[src/rtl/kpn_pkg.sv]
// rtl/kpn_pkg.sv - shared types and encodings for KPN process nodes
package kpn_pkg;

  typedef enum logic [1:0] {
    READ    = 2'd0,
    CAPTURE = 2'd1,
    WRITE   = 2'd2
  } state_e;

  localparam logic MODE_ADD = 1'b0;
  localparam logic MODE_SUB = 1'b1;

endpackage

[src/rtl/kpn_adder_process_if.sv]
// rtl/kpn_adder_process_if.sv - token channel bundle for the adder process node
interface kpn_adder_process_if #(
  parameter int WIDTH     = 16,
  parameter int CNT_WIDTH = 16
);

  logic                 mode;
  logic [WIDTH-1:0]     entry_1;
  logic [WIDTH-1:0]     entry_2;
  logic                 empty_1;
  logic                 empty_2;
  logic                 rd;
  logic                 full;
  logic                 wr;
  logic [WIDTH-1:0]     output_1;
  logic                 overflow;
  logic [CNT_WIDTH-1:0] op_count;

  modport master (
    output mode, entry_1, entry_2, empty_1, empty_2, full,
    input  rd, wr, output_1, overflow, op_count
  );

  modport slave (
    input  mode, entry_1, entry_2, empty_1, empty_2, full,
    output rd, wr, output_1, overflow, op_count
  );

endinterface

[src/rtl/kpn_arith_unit.sv]
// rtl/kpn_arith_unit.sv - combinational unsigned add/sub with optional saturation
module kpn_arith_unit
  import kpn_pkg::*;
#(
  parameter int WIDTH    = 16,
  parameter bit SATURATE = 1'b0
) (
  input  logic             op_i,
  input  logic [WIDTH-1:0] a_i,
  input  logic [WIDTH-1:0] b_i,
  output logic [WIDTH-1:0] result_o,
  output logic             flag_o
);

  logic [WIDTH:0] ext;

  // The extra MSB is the carry for add and the borrow for sub.
  always_comb begin
    ext      = '0;
    result_o = '0;
    flag_o   = 1'b0;
    case (op_i)
      MODE_ADD: ext = {1'b0, a_i} + {1'b0, b_i};
      MODE_SUB: ext = {1'b0, a_i} - {1'b0, b_i};
    endcase
    flag_o   = ext[WIDTH];
    result_o = ext[WIDTH-1:0];
    if (SATURATE && flag_o) begin
      result_o = (op_i == MODE_ADD) ? '1 : '0;
    end
  end

endmodule

[src/rtl/kpn_adder_process.sv]
// rtl/kpn_adder_process.sv - Kahn-process adder/subtractor node with FIFO handshake
module kpn_adder_process
  import kpn_pkg::*;
#(
  parameter int WIDTH     = 16,
  parameter bit SATURATE  = 1'b0,
  parameter int CNT_WIDTH = 16
) (
  input  logic               clk,
  input  logic               reset_n,
  kpn_adder_process_if.slave bus
);

  state_e               state_q, state_d;
  logic [WIDTH-1:0]     output_q, output_d;
  logic                 overflow_q, overflow_d;
  logic [CNT_WIDTH-1:0] count_q, count_d;
  logic                 rd, wr;
  logic [WIDTH-1:0]     arith_result;
  logic                 arith_flag;

  kpn_arith_unit #(
    .WIDTH    (WIDTH),
    .SATURATE (SATURATE)
  ) u_arith (
    .op_i     (bus.mode),
    .a_i      (bus.entry_1),
    .b_i      (bus.entry_2),
    .result_o (arith_result),
    .flag_o   (arith_flag)
  );

  always_ff @(posedge clk or negedge reset_n) begin
    if (!reset_n) begin
      state_q    <= READ;
      output_q   <= '0;
      overflow_q <= 1'b0;
      count_q    <= '0;
    end else begin
      state_q    <= state_d;
      output_q   <= output_d;
      overflow_q <= overflow_d;
      count_q    <= count_d;
    end
  end

  // Strobes are gated by reset_n so nothing pops or pushes while reset is held.
  always_comb begin
    state_d    = state_q;
    output_d   = output_q;
    overflow_d = overflow_q;
    count_d    = count_q;
    rd         = 1'b0;
    wr         = 1'b0;
    case (state_q)
      READ: begin
        rd = reset_n && !bus.empty_1 && !bus.empty_2;
        if (rd) state_d = CAPTURE;
      end
      CAPTURE: begin
        output_d   = arith_result;
        overflow_d = overflow_q | arith_flag;
        state_d    = WRITE;
      end
      WRITE: begin
        wr = reset_n && !bus.full;
        if (wr) begin
          count_d = count_q + 1'b1;
          state_d = READ;
        end
      end
      default: state_d = READ;
    endcase
  end

  assign bus.rd       = rd;
  assign bus.wr       = wr;
  assign bus.output_1 = output_q;
  assign bus.overflow = overflow_q;
  assign bus.op_count = count_q;

endmodule

[src/flat_wrapper.sv]
// flat-port wrapper written by rule: the top's interface ports become plain ports
module kpn_adder_process_flat import kpn_pkg::*;
#(
  parameter int WIDTH     = 16,
  parameter bit SATURATE  = 1'b0,
  parameter int CNT_WIDTH = 16
)
  (clk, reset_n, bus_mode, bus_entry_1, bus_entry_2, bus_empty_1, bus_empty_2, bus_full, bus_rd, bus_wr, bus_output_1, bus_overflow, bus_op_count);
  kpn_adder_process_if #(.WIDTH(WIDTH), .CNT_WIDTH(CNT_WIDTH)) bus_i ();
  input  logic clk;
  input  logic reset_n;
  input wire logic [$bits(bus_i.mode)-1:0] bus_mode;
  input wire logic [$bits(bus_i.entry_1)-1:0] bus_entry_1;
  input wire logic [$bits(bus_i.entry_2)-1:0] bus_entry_2;
  input wire logic [$bits(bus_i.empty_1)-1:0] bus_empty_1;
  input wire logic [$bits(bus_i.empty_2)-1:0] bus_empty_2;
  input wire logic [$bits(bus_i.full)-1:0] bus_full;
  output wire logic [$bits(bus_i.rd)-1:0] bus_rd;
  output wire logic [$bits(bus_i.wr)-1:0] bus_wr;
  output wire logic [$bits(bus_i.output_1)-1:0] bus_output_1;
  output wire logic [$bits(bus_i.overflow)-1:0] bus_overflow;
  output wire logic [$bits(bus_i.op_count)-1:0] bus_op_count;
  assign bus_i.mode = bus_mode;
  assign bus_i.entry_1 = bus_entry_1;
  assign bus_i.entry_2 = bus_entry_2;
  assign bus_i.empty_1 = bus_empty_1;
  assign bus_i.empty_2 = bus_empty_2;
  assign bus_i.full = bus_full;
  assign bus_rd = bus_i.rd;
  assign bus_wr = bus_i.wr;
  assign bus_output_1 = bus_i.output_1;
  assign bus_overflow = bus_i.overflow;
  assign bus_op_count = bus_i.op_count;
  kpn_adder_process #(.WIDTH(WIDTH), .SATURATE(SATURATE), .CNT_WIDTH(CNT_WIDTH)) u_core (.clk(clk), .reset_n(reset_n), .bus(bus_i));
endmodule
[config.mk]
export PLATFORM = sky130hd
export DESIGN_NAME = kpn_adder_process_flat
export DESIGN_NICKNAME = d
export VERILOG_FILES = /design/src/rtl/kpn_pkg.sv /design/src/rtl/kpn_adder_process_if.sv /design/src/rtl/kpn_arith_unit.sv /design/src/rtl/kpn_adder_process.sv /design/src/flat_wrapper.sv
export SDC_FILE = /design/constraint.sdc
export NUM_CORES = 1
export LEC_CHECK = 0
export BUFFER_PORTS_ARGS = -buffer_cell sky130_fd_sc_hd__buf_2
export CAP_MARGIN = 10
export CORE_UTILIZATION = 39
export DETAILED_ROUTE_END_ITERATION = 10
export PLACE_DENSITY = 0.69
export SLEW_MARGIN = 30
export SYNTH_ARGS = -nofsm -noshare
export SYNTH_HDL_FRONTEND = slang
export SYNTH_SLANG_ARGS = --single-unit
[constraint.sdc]
create_clock -name clk -period 1.45 [get_ports clk]
set_input_delay 0.2175 -clock clk [delete_from_list [all_inputs] [get_ports clk]]
set_output_delay 0.2175 -clock clk [all_outputs]
set_load 0.01 [all_outputs]
[Word level (Yosys, flattened, before mapping)]
Index checks and enable logic that the tools add are counted.
Cells by class
  add/subtract/negate cells: 3
  reduce and logical (&&, ||, !) cells: 9
  bitwise gates (word level): 2
  multiplexer cells: 6
  eq/ne operators: 4
Operators by type and width (number)
  case mux 17 bit (2 select lines): 1
  adder 16 x 16 -> 17 bit: 1
  subtractor 16 x 16 -> 17 bit: 1
  adder 16 x 1 -> 16 bit, second input constant: 1
  case mux 2 bit (3 select lines): 1
  2-to-1 mux 2 bit: 2
  inequality test 2 x 1 -> 1 bit, second input constant: 2
  AND reduction 2 bit: 2
  logical AND 1 bit: 3
  zero test 1 bit: 3
  equality test 2 x 1 -> 1 bit, second input constant: 1
  equality test 2 bit, second input constant: 1
  zero test 2 bit: 1
  2-to-1 mux 1 bit: 2
  NOT 1 bit: 1
  bitwise OR 1 bit: 1
Word-level totals
  register bits: 35
  input bits: 38
  output and inout port bits: 35

[Longest topological paths before layout]
  word-level depth: 5
  depth in mapped cells: 14

[By module]
Synthesis repeated with hierarchy kept, for this count alone.
Unflattened totals
  cells, all modules: 268
  area, all modules: 2661.3 sq um
By module, submodules not included
  kpn_adder_process: area an instance 1501.4 sq um, instances 1, cells each 108, seq. area each 875.8 sq um
  kpn_arith_unit: area an instance 1159.9 sq um, instances 1, cells each 160, seq. area each 0.0 sq um

[Least setup slack after synthesis]
OpenSTA, ideal clock, no wires.
  path kind: input port to flip-flop
  start point: in bus_entry_2[0]
  end point: reg u_core.overflow_q (netlist: u_core.bus.overflow)
  stages on the path: 14
  path slack: -1.168 ns
  arrival time: 2.500 ns
  setup time: 0.118 ns
  cells stage by stage: inv_1 -> ha_1 -> and3b_1 -> nor3b_1 -> a21oi_1 -> xnor2_1 -> ha_1 -> clkbuf_1 -> a31o_2 -> a21oi_1 -> o21ai_0 -> o21bai_1 -> xnor2_1 -> a21o_1
Between the ends
  word-level cells in the longest chain between the ends: 3
  elaborated cells between the ends (all ways): 4
  those cells by class: add/sub: 2; mux: 1; bitwise: 1
RTL lines
  start: declaration: RTL line flat_wrapper.sv:14  | input wire logic [$bits(bus_i.entry_2)-1:0] bus_entry_2;
  subtractor 16 x 16 -> 17 bit or adder 16 x 16 -> 17 bit (tied branches): RTL line kpn_arith_unit.sv:24, kpn_arith_unit.sv:23
  case mux 17 bit (2 select lines) (*): RTL line kpn_arith_unit.sv:22  | case (op_i)
  bitwise OR 1 bit (*): RTL line kpn_adder_process.sv:62  | overflow_d = overflow_q | arith_flag;
  end signal: assignment: RTL line kpn_adder_process.sv:42  | overflow_q <= overflow_d;
  end: declaration: RTL line kpn_adder_process.sv:16  | logic overflow_q, overflow_d;
Every way passes the cells marked *; elsewhere a longest branch is shown, timed or not.
A chain may end at the register's enable or synchronous reset.

[Final worst setup path]
  start point: in bus_entry_2[0]
  end point: reg u_core.output_q[11] (netlist: u_core.bus.output_1[11])
Between the ends
  word-level cells in the longest chain between the ends: 2
  elaborated cells between the ends (all ways): 3
  those cells by class: add/sub: 2; mux: 1
RTL lines
  subtractor 16 x 16 -> 17 bit or adder 16 x 16 -> 17 bit (tied branches): RTL line kpn_arith_unit.sv:24, kpn_arith_unit.sv:23
  case mux 17 bit (2 select lines) (*): RTL line kpn_arith_unit.sv:22
  end signal: assignment: RTL line kpn_adder_process.sv:41  | output_q <= output_d;
  end: declaration: RTL line kpn_adder_process.sv:15  | logic [WIDTH-1:0] output_q, output_d;
Marks and branches as above.

==> metrics.yaml <==
routed_via_density: 5.09
powerDensity_nw_per_um2: 996
max_slew_margin: 0.685
cpMaxStageDelayCell: "a211oi_1"
via_count: 2740
rows: 29
grt_pass1_vias: 2650
p_total_mw: 4.60
grt_max_degree: 38
initial_core_util: 0.402
cts_made_buffers: 5
tns_ns: -11.33
clk_latency_ns: 0.28
met3_usage: 0.0467
antenna_found_initial: 0
path_cells: "buf_12 -> inv_12 -> ha_4 -> and3b_2 -> buf_4 -> buf_6 -> a21oi_4 -> xnor2_2 -> ha_4 -> a21o_1 -> a31oi_4 -> buf_6 -> nor3_1 -> a211oi_1 -> o311ai_1"
drc: 0
utilization: 0.728
busiest_layer: "met2"
synth_top_area_share: 0.343
slowest_delay_ns: 0.25
whs_ns: -0.0154
yosysWarningCount: 0
grt_pass1_wl_um: 11700
ys_top_cells_by_area: "dfrtp_1, xnor2_1, ha_1"
coreArea_um2: 6350
max_freq_ghz: 0.433
cp.required_ns: 1.60
port_buffers: 72
crit_type: "in -> reg"
yosysSeqAreaShare: 0.343
p_leak_nw: 2.25
globalRouteOverflowTotal: 0
ys_ff_latch: 35
dr.first_iter.drc_count: 78
synth_largest_area_cell: "dfrtp_1"
clk_pin_slew_ns: 0.07
period_share: 1.59
peakVddDrop_mv: 1.02
cts_tree: "yes"
area_delta_synth_final_pct: 81.3
failed_checks: "hold timing, setup timing"
synthCells: 280
hold_class: "in -> async"
synthDistinctLibCells: 57
async_reset_ff_frac: 1.00
rsz0062_at_grt: "yes"
synth.most_common_cell: "dfrtp_1"
synth_common_cells: "dfrtp_1, nand2_1, xnor2_1"
cts_sinks: 35
synthesis.area_um2: 2550
finalSetupViolCount: 27
arrival_ns: 2.46
place.gp.congestion: 0.824
cts_buffer_depth: 2
drt-pass1-iter-count: 4
wirelength_um: 7780
tightest_slew_ns: 0.473
ios: 73
syn_nets: 337
cap_violations: 0
final_nets: 517
grt_usage: 0.206
outcome: "finished with violations"
syn_avg_cell_area_um2: 9.11
synth_flop_cell: "dfrtp_1"
wl_per_cell_um: 14.5
die-area_um2: 6870
critPathLaunchType: "primary input"
drive_gt1_frac: 0.605
antenna_left: 0
fin_ws_ns: -0.862
period_needed_ns: 2.31
num_antenna_cells: 0
htreeDepth: 2
grtUsageMet2: 0.349
hold_buffers: 0
met1_usage: 0.256
hold_violations: 15
critPathCaptureType: "flip-flop"
synth_edf_count: 0
post-dp-hpwl_um: 5040
path_max_fanout: 3
final_max_slew_viol_count: 0
post-place-ws_ns: -1.14
die_h_um: 82.9
die_width_um: 82.9
fin_skew_ns: 0.00260
cts_root_buf: "clkbuf_8"
-- worst max-delay path: cells and delay by family --
kind                     cells  cell delay (ns)
AND/OR/NAND/NOR              2             0.26
AO/OA/AOI/OAI                5             0.94
buffers and inverters        5             0.50
XOR/XNOR                     1             0.15
adder cells (fa/ha/maj)      2             0.38
-- state kept, by name, indices dropped and copies added, names as in the netlist --
register and flops:
u_core.bus.op_count 16, u_core.state_q 2, u_core.bus.output_1 16, u_core.bus.overflow 1
-- path summary, 6_finish.rpt --
kind	slack, ns	startpoint	cells after the start	endpoint
setup / recovery	-0.86	bus_entry_2[0]	15	u_core.bus.output_1[11]
hold reg to reg	0.47	u_core.bus.overflow	1	u_core.bus.overflow
setup reg to reg	-0.30	u_core.state_q[0]	7	u_core.bus.op_count[13]
min in group clk	0.16	bus_empty_1	2	u_core.state_q[0]
max in group asynchronous	1.13	reset_n	2	u_core.bus.output_1[12]
hold / removal	-0.02	reset_n	2	u_core.bus.op_count[1]
-- cell families after synthesis --
kind of cell / after synthesis / share of synthesized area
AOI/OAI and AO/OA: 69 / 0.182
xor gates and xnor gates: 42 / 0.144
adders and majority gates: 19 / 0.0961
buffers and inverters: 20 / 0.0314
DFF: 35 / 0.343
muxes: 2 / 0.00834
and+or+nand+nor: 93 / 0.194
-- metrics by stage --
stage,instance area [um^2],hold slack (ns),cells
floorplan,2780,-0.0781,280
global placement,3750,0.304,500
detailed placement,3750,0.307,500
CTS,4170,0.00135,523
global route,4620,0.0252,538
finish,4620,-0.0154,538
-- timing repair --
item,4_1_cts,5_1_grt
buffers inserted,15,18
resized for setup,49,59
pin swaps,43,52
endpoints found under the setup margin,26,28
-- cells in the final DEF, fill, tap and decap left out, types with 4 or more instances in the layout --
master,count
o21ai_1,12
inv_1,8
nand4_1,5
o21ai_0,4
a21oi_1,4
a31o_4,4
buf_4,86
ha_1,13
xnor2_1,20
nor2_2,4
a31oi_4,4
nor2_1,7
nand2_1,25
nor2_4,6
xnor2_2,11
buf_6,28
nand3_1,4
buf_2,67
xor2_1,10
clkbuf_8,6
ha_4,5
a21oi_2,10
o21ai_2,4
a21o_1,6
dfrtp_1,35
-- routing by layer --
metal | up-vias | share of wire
met5 | - | 0
li1 | 1358 | -
met4 | 0 | 0.022
met3 | 15 | 0.044
met2 | 78 | 0.53
met1 | 1289 | 0.40
-- area by class of cell --
class	count	area, um^2
Clock inverter	2	35.0
Clock buffer	6	82.6
Timing Repair Buffer	183	1330
Sequential cell	35	876
Multi-Input combinational cell	225	2150
Fill cell	415	1730
Tap cell	77	96.3
Inverter	10	55.1
-- where the power goes --
part | leakage, nW | internal [mW] | switching, mW
sequential | 0.451 | 1.25 | 0.177
combinational | 1.74 | 1.20 | 1.09
clock | 0.0612 | 0.556 | 0.341
Power figures use the tool's default switching activity.
